==> config.mk <==
export PLATFORM = sky130hd
export DESIGN_NAME = pipe_ctrl
export DESIGN_NICKNAME = d
export VERILOG_FILES = /design/src/rtl/pipe_ctrl.sv
export SDC_FILE = /design/constraint.sdc
export NUM_CORES = 1
export LEC_CHECK = 0
export BUFFER_PORTS_ARGS = -buffer_cell sky130_fd_sc_hd__clkbuf_2
export CAP_MARGIN = 40
export CORE_ASPECT_RATIO = 1.75
export CORE_MARGIN = 4
export CORE_UTILIZATION = 51
export CTS_CLUSTER_DIAMETER = 80
export DETAILED_ROUTE_END_ITERATION = 8
export PLACE_DENSITY_LB_ADDON = 0.25
export REMOVE_ABC_BUFFERS = 1
export SETUP_SLACK_MARGIN = 0.5
export SYNTH_ARGS = -nofsm -noshare
export SYNTH_HDL_FRONTEND = slang
export SYNTH_SLANG_ARGS = --single-unit
==> constraint.sdc <==
create_clock -name clk -period 1.95 [get_ports clk]
set_clock_uncertainty 0.15 [all_clocks]
set_input_delay 0.0975 -clock clk [delete_from_list [all_inputs] [get_ports clk]]
set_output_delay 0.0975 -clock clk [all_outputs]
set_load 0.03 [all_outputs]
==> src/rtl/pipe_ctrl.sv <==
// Pipeline hazard/flush/stall controller with forwarding selects and perf counters.
// Optional operand forwarding is enabled by defining FWD_EN.
module pipe_ctrl (
   input  logic        clk,
   input  logic        rst,
   input  logic [4:0]  id_rs1,
   input  logic [4:0]  id_rs2,
   input  logic        id_use_rs1,
   input  logic        id_use_rs2,
   input  logic [4:0]  ex_rd,
   input  logic [4:0]  mem_rd,
   input  logic [4:0]  wb_rd,
   input  logic        ex_wen,
   input  logic        mem_wen,
   input  logic        wb_wen,
   input  logic        ex_is_load,
   input  logic        br_taken,
   input  logic        dmem_req,
   input  logic        dmem_ready,
   output logic        pc_en,
   output logic        ifid_en,
   output logic        idex_en,
   output logic        exmem_en,
   output logic        ifid_flush,
   output logic        idex_flush,
   output logic [1:0]  fwd_rs1_sel,
   output logic [1:0]  fwd_rs2_sel,
   output logic [1:0]  state,
   output logic [15:0] stall_cycles,
   output logic [15:0] flush_count,
   output logic        mem_timeout
);

   // state     | meaning
   // ST_RUN    | normal advance, no hazard
   // ST_HAZARD | one bubble inserted into ID/EX, front end held
   // ST_MEM_WAIT | data memory not ready, whole pipe frozen
   // ST_FLUSH  | taken branch, IF/ID and ID/EX squashed
   typedef enum logic [1:0] {
      ST_RUN      = 2'b00,
      ST_HAZARD   = 2'b01,
      ST_MEM_WAIT = 2'b10,
      ST_FLUSH    = 2'b11
   } state_t;

   state_t     state_q;
   state_t     decision;
   logic [7:0] wait_cnt;
   logic       hazard;

   function automatic logic hit(input logic use_rs, input logic [4:0] rs,
                                input logic [4:0] rd, input logic wen);
      return use_rs && (rs != 5'd0) && wen && (rd == rs);
   endfunction

   logic ex_m1, ex_m2, mem_m1, mem_m2, wb_m1, wb_m2;
   assign ex_m1  = hit(id_use_rs1, id_rs1, ex_rd,  ex_wen);
   assign ex_m2  = hit(id_use_rs2, id_rs2, ex_rd,  ex_wen);
   assign mem_m1 = hit(id_use_rs1, id_rs1, mem_rd, mem_wen);
   assign mem_m2 = hit(id_use_rs2, id_rs2, mem_rd, mem_wen);
   assign wb_m1  = hit(id_use_rs1, id_rs1, wb_rd,  wb_wen);
   assign wb_m2  = hit(id_use_rs2, id_rs2, wb_rd,  wb_wen);

`ifdef FWD_EN
   // A load result is not available in EX, so it never forwards from there.
   function automatic logic [1:0] fwd_sel(input logic ex_m, input logic mem_m,
                                          input logic wb_m, input logic is_load);
      if (ex_m && !is_load) return 2'd1;
      else if (mem_m)       return 2'd2;
      else if (wb_m)        return 2'd3;
      else                  return 2'd0;
   endfunction

   assign hazard      = ex_is_load && (ex_m1 || ex_m2);
   assign fwd_rs1_sel = fwd_sel(ex_m1, mem_m1, wb_m1, ex_is_load);
   assign fwd_rs2_sel = fwd_sel(ex_m2, mem_m2, wb_m2, ex_is_load);
`else
   assign hazard      = ex_m1 || ex_m2 || mem_m1 || mem_m2 || wb_m1 || wb_m2;
   assign fwd_rs1_sel = 2'd0;
   assign fwd_rs2_sel = 2'd0;
`endif

   always_comb begin
      decision   = ST_RUN;
      pc_en      = 1'b1;
      ifid_en    = 1'b1;
      idex_en    = 1'b1;
      exmem_en   = 1'b1;
      ifid_flush = 1'b0;
      idex_flush = 1'b0;
      if (dmem_req && !dmem_ready) begin
         decision = ST_MEM_WAIT;
         pc_en    = 1'b0;
         ifid_en  = 1'b0;
         idex_en  = 1'b0;
         exmem_en = 1'b0;
      end else if (br_taken) begin
         decision   = ST_FLUSH;
         ifid_flush = 1'b1;
         idex_flush = 1'b1;
      end else if (hazard) begin
         decision   = ST_HAZARD;
         pc_en      = 1'b0;
         ifid_en    = 1'b0;
         idex_flush = 1'b1;
      end
   end

   always_ff @(posedge clk or negedge rst) begin
      if (!rst) begin
         state_q      <= ST_RUN;
         stall_cycles <= 16'd0;
         flush_count  <= 16'd0;
         wait_cnt     <= 8'd0;
         mem_timeout  <= 1'b0;
      end else begin
         state_q <= decision;
         if ((decision == ST_HAZARD || decision == ST_MEM_WAIT) && stall_cycles != 16'hFFFF)
            stall_cycles <= stall_cycles + 16'd1;
         if (decision == ST_FLUSH && flush_count != 16'hFFFF)
            flush_count <= flush_count + 16'd1;
         if (decision == ST_MEM_WAIT) begin
            if (wait_cnt != 8'hFF)
               wait_cnt <= wait_cnt + 8'd1;
            // Counter reaches 255 on this edge.
            if (wait_cnt == 8'hFE)
               mem_timeout <= 1'b1;
         end else begin
            wait_cnt <= 8'd0;
         end
      end
   end

   assign state = state_q;

endmodule

Word-level counts from Yosys, hierarchy flattened:

Index checks and enable logic that the tools add are counted.

* flip-flop bits (word level): 43
* bits in latches: 0
* memory bits (writable): 0
* bits in read-only memories: 0
* input bits: 36
* output and inout bits: 45
* logic and storage cells: 63
* memories: 0

* add/sub/neg operators: 3
* multiply operators: 0
* div/mod/pow operators: 0
* order comparisons: 0
* eq/ne operators: 14
* shift-type cells: 0
* mux-type cells: 14
* bitwise logic cells: 0
* reduce and logical (&&, ||, !) cells: 27

Operators with widths (count)
* $add A16 B1 Y16 const B: 2
* $ne A16 B16 Y1 const B: 2
* $eq A5 B5 Y1: 6
* $logic_and A1 B1 Y1: 17
* $mux W8: 2
* $mux W1: 10
* $reduce_bool A5 Y1: 2
* $add A8 B1 Y8 const B: 1
* $eq A8 B8 Y1 const B: 1
* $ne A8 B8 Y1 const B: 1
* $logic_or A1 B1 Y1: 6
* $eq A2 B2 Y1 const B: 2
* $mux W2: 2
* $eq A2 B1 Y1 const B: 1
* $ne A2 B1 Y1 const B: 1
* $reduce_and A2 Y1: 1
* $logic_not A1 Y1: 1

Logic depth before layout (Yosys ltp):

* depth after elaboration: 15
* depth in mapped cells: 11
* mapped depth without buffers: 11

Least setup slack after synthesis:

No wires, ideal clock.

* path kind: input to register
* start: in dmem_ready
* end: reg stall_cycles[13]
* setup time: 0.135 ns
* arrival: 2.728 ns
* required time: 1.665 ns
* setup slack: -1.063 ns
* stages on the path: 11
* path buffers: 1
* cell sequence: nand2b_1 -> clkbuf_1 -> inv_1 -> nor2_1 -> a311oi_1 -> ha_1 -> and4b_1 -> nand4_1 -> nor4b_2 -> nand3_1 -> xnor2_1

* longest elaborated chain between the ends: 6
* elaborated cells on any way between the ends: 7
* those cells by class: 2 x eq/ne; 1 x mux; 4 x reduce/logical

RTL lines
* start: declaration: line 19 `input logic dmem_ready,`
* $logic_not A1 Y1 *: line 91 `if (dmem_req && !dmem_ready) begin`
* $logic_and A1 B1 Y1 *: line 91
* $mux W2 *: line 91
* $eq A2 B1 Y1 or $eq A2 B2 Y1 (tied branches): line 118 `if ((decision == ST_HAZARD || decision == ST_MEM_WAIT) && stall_cycles != 16'hFFFF)`
* $logic_or A1 B1 Y1 *: line 118
* $logic_and A1 B1 Y1 *: line 118
* end signal: assignment: line 119 `stall_cycles <= stall_cycles + 16'd1;`
* end: declaration: line 29 `output logic [15:0] stall_cycles,`

Mark *: on every way between the ends. The rest lies on a longest branch, timed or not.
A chain may end at the register's enable or synchronous reset.

Worst setup path after layout:

* start: in id_rs1[1]
* end: reg stall_cycles[15]

* longest elaborated chain between the ends: 15
* elaborated cells on any way between the ends: 23
* those cells by class: 5 x eq/ne; 3 x mux; 15 x reduce/logical

RTL lines
* start: declaration: line 6 `input logic [4:0] id_rs1,`
* $reduce_bool A5 Y1: line 53 `return use_rs && (rs != 5'd0) && wen && (rd == rs);`
* $logic_and A1 B1 Y1 (3 in a row): line 53
* $logic_or A1 B1 Y1 (3 in a row): line 78 `assign hazard = ex_m1 || ex_m2 || mem_m1 || mem_m2 || wb_m1 || wb_m2;`
* $logic_or A1 B1 Y1 * (2 in a row): line 78
* $mux W1 *: line 101 `end else if (hazard) begin`
* $mux W2 *: line 97 `end else if (br_taken) begin`
* $mux W2 *: line 91
* $eq A2 B1 Y1 or $eq A2 B2 Y1 (tied branches): line 118
* $logic_or A1 B1 Y1 *: line 118
* $logic_and A1 B1 Y1 *: line 118

Marks and branches as above.

==> impl_metrics.yaml <==
status:
  status: "finished, violations left"
  violations: "setup timing"
layout:
  diodes: 0
  seq_area_um2: 1080
  final_nets: 435
  design_area_um2: 3930
  multi_input_area_um2: 1670
  nFillCells: 314
  drive_gt1_frac: 0.490
  syn2layout_area_growth_pct: 52.8
critical_path:
  crit_family: "simple AND/OR/NAND/NOR gates"
  crit_fanout: 3
  reg2regPathDepth: 5
  cpPeakStageDelay_ns: 0.53
  cp-start-kind: "input port"
  reg2reg_slack_ns: -0.02
  r2r_start: "stall_cycles[12]"
  crit_required_ns: 1.98
  crit_path_end_kind: "flip-flop"
  cp.arrival_ns: 2.73
  crit_type: "in -> reg"
  cp_cell_sequence: "buf_6 > or4_4 > o21ai_2 > nand2b_4 > a31oi_4 > a311oi_2 > ha_1 > and4b_1 > nand4_1 > nor4b_4 > nand3_1 > xnor2_1"
  r2r_end: "stall_cycles[9]"
  critPathBufInv: 1
  slowest_stage: "or4_4"
clock_network:
  clock-sinks: 43
  clock_latency_ns: 0.29
  h-tree-depth: 2
  clk_pin_slew_ns: 0.08
  clockRootBuffer: "clkbuf_8"
  cts_buffers: 5
  cts_buffer_depth: 2
  cts_tree: "built"
power:
  peakVddDrop_mv: 0.966
  pwr-share-comb: 0.407
  seqPwrFrac: 0.352
  pwr-share-clk: 0.242
  power.switching_mw: 1.25
  p_int_mw: 2.11
  switching_share: 0.372
  p_leak_nw: 1.90
  pwr_density_cell_nw_per_um2: 853
synth:
  syn_inst: 254
  netlist_area_um2: 2570
  ys_types: 46
  postSynth.asyncResetShare: 1.00
  ys_ff_latch: 43
  synthDominantCellAreaShare: 0.418
  ys.warnings.count: 0
  yosysTopAreaCell: "dfrtp_1"
  synth_edf_count: 0
  synth.area.top_cells: "dfrtp_1 (42%), xor2_1 (12%), xnor2_1 (8.2%)"
  synth_common_cells: "dfrtp_1 (43), xor2_1 (35), xnor2_1 (24)"
  yosysSeqAreaShare: 0.418
  synth-main-ff-cell: "dfrtp_1"
  avgSynthCellArea_um2: 10.1
  synthMostInstantiatedCell: "dfrtp_1"
routing:
  vias: 2496
  drt_iter0_drc: 129
  routed_wl_um: 7340
  ant_nets: 0
  viasPerCell: 5.57
  drtPass1Iterations: 4
  wire_per_inst_um: 16.4
  route.detailed.drc: 0
global_routing:
  grt_overflow: 0
  track_usage: 0.236
  grt_pass1_wl_um: 11400
  grt_pass1_vias: 2611
  grt_max_degree: 44
  grt_antenna_before_repair: 0
sta:
  fin_ws_ns: -0.757
  worst_pin_slew_ns: 0.579
  tns_ns: -15.41
  slew_viol_final: 0
  setup_viol: 33
  fmax_mhz: 369
  min_period_over_period: 1.39
  relSlewSlack: 0.610
  period_needed_ns: 2.71
  finalHoldViolations: 0
  rsz0062_at_grt: "true"
floorplanning:
  rows: 34
  dieArea_um2: 6290
  start_util: 0.522
  ios: 81
  die_w_um: 61.7
  core_um2: 4930
  fp.dieH_um: 102
placed_design:
  place_hpwl_um: 5210
  gp_congestion: 0.981
  placed_area_um2: 3340
  port_buffers: 75
min_path:
  min_path_cells: 5
  hold_class: "in -> reg"
  worstHoldStart: "br_taken"
  holdPathEnd: "state[1]"
job:
  drv_cap: 0
==> metal layers <==
metal  share of wire  global-route usage  vias up
li1                -                   -     1169
met1            0.35               0.241     1212
met2            0.55               0.429       91
met3           0.057              0.0506       24
met4           0.040               0.118        0
met5               0                   0        -
==> worst reg2reg max path, delay by kind of cell, from the launching register on <==
| kind | cells | cell delay (ns) |
|---|---|---|
| simple gates | 4 | 1.12 |
| flops | 1 | 0.50 |
| xor+xnor | 1 | 0.12 |
==> layout make-up <==
class                           instances  area share
Clock buffer                            6      0.0184
Clock inverter                          2      0.0153
Inverter                                5     0.00477
Multi-Input combinational cell        199       0.424
Sequential cell                        43       0.274
Tap cell                               54      0.0172
Timing Repair Buffer                  139       0.247
==> cells in the final DEF, fill, tap and decap left out, types with 3 or more instances in the layout <==
cell      synthesis  layout
clkbuf_2          1      68
buf_4             7      50
dfrtp_1          43      43
xor2_1           35      31
xnor2_1          24      22
nand2_1          20      16
nand3_1          18      14
nor2_1           15      14
buf_6             1      14
nand4_1          13      13
a31oi_1           7       6
clkbuf_8          0       6
inv_1             5       5
nor4_2            0       5
ha_1              6       5
nor4_1            9       4
xor2_2            0       4
nand2_2           0       4
conb_1            1       4
nand3_2           1       3
and2_1            3       3
nor3_2            1       3
and3_4            0       3
a21oi_2           0       3
==> metrics by stage <==
stage | setup slack [ns] | std cells | hold slack, ns | utilization | power (mW)
floorplan | -1.17 | 247 | -0.348 | - | 1.85
global placement | -0.914 | 425 | 0.0543 | 0.676 | 2.34
detailed placement | -0.997 | 425 | 0.0522 | 0.676 | 2.38
CTS | -0.625 | 440 | 0.178 | 0.755 | 3.28
global route | -0.824 | 448 | 0.248 | 0.797 | 3.54
finish | -0.757 | 448 | 0.250 | 0.797 | 3.36
==> cells by family after synthesis <==
kind of cell / synth area share
AO/OA/AOI/OAI: 0.0792
XOR/XNOR: 0.201
adder cells (fa/ha/maj): 0.0292
buffers and inverters: 0.0355
flip-flops: 0.418
multiplexers: 0.00583
other: 0.00146
AND/OR/NAND/NOR: 0.230
==> power groups by stage <==
| stage | clock, mW | combinational (mW) | sequential (mW) |
|---|---|---|---|
| finish | 0.812 | 1.36 | 1.18 |
| detailed placement | 0 | 1.19 | 1.19 |
| global placement | 0 | 1.16 | 1.18 |
| CTS | 0.825 | 1.28 | 1.17 |
| global route | 0.862 | 1.47 | 1.20 |
| floorplan | 0 | 0.360 | 1.49 |
==> flip-flops by register name (all words and copies together) (netlist names) <==
register,count
wait_cnt,8
stall_cycles,16
state,2
mem_timeout,1
flush_count,16
==> worst max-delay path by stage <==
stage	start	to	slack, ns	cells past startpoint
CTS	id_rs1[1]	stall_cycles[15]	-0.62	12
global route	id_rs1[1]	stall_cycles[15]	-0.82	12
detailed placement	id_rs1[1]	stall_cycles[13]	-1.0	12
floorplan	dmem_ready	stall_cycles[13]	-1.17	10
global placement	id_rs1[2]	stall_cycles[13]	-0.91	12
finish	id_rs1[1]	stall_cycles[15]	-0.76	12
==> what timing repair did <==
action / CTS / global route
endpoints found under the hold margin: 43 / 0
hold buffers: 1 / 0
setup endpoints to repair: 45 / 45
resized for setup: 43 / 30
pin swaps: 17 / 10
setup buffers: 6 / 8
No activity file was read; power rests on OpenSTA's default activity.
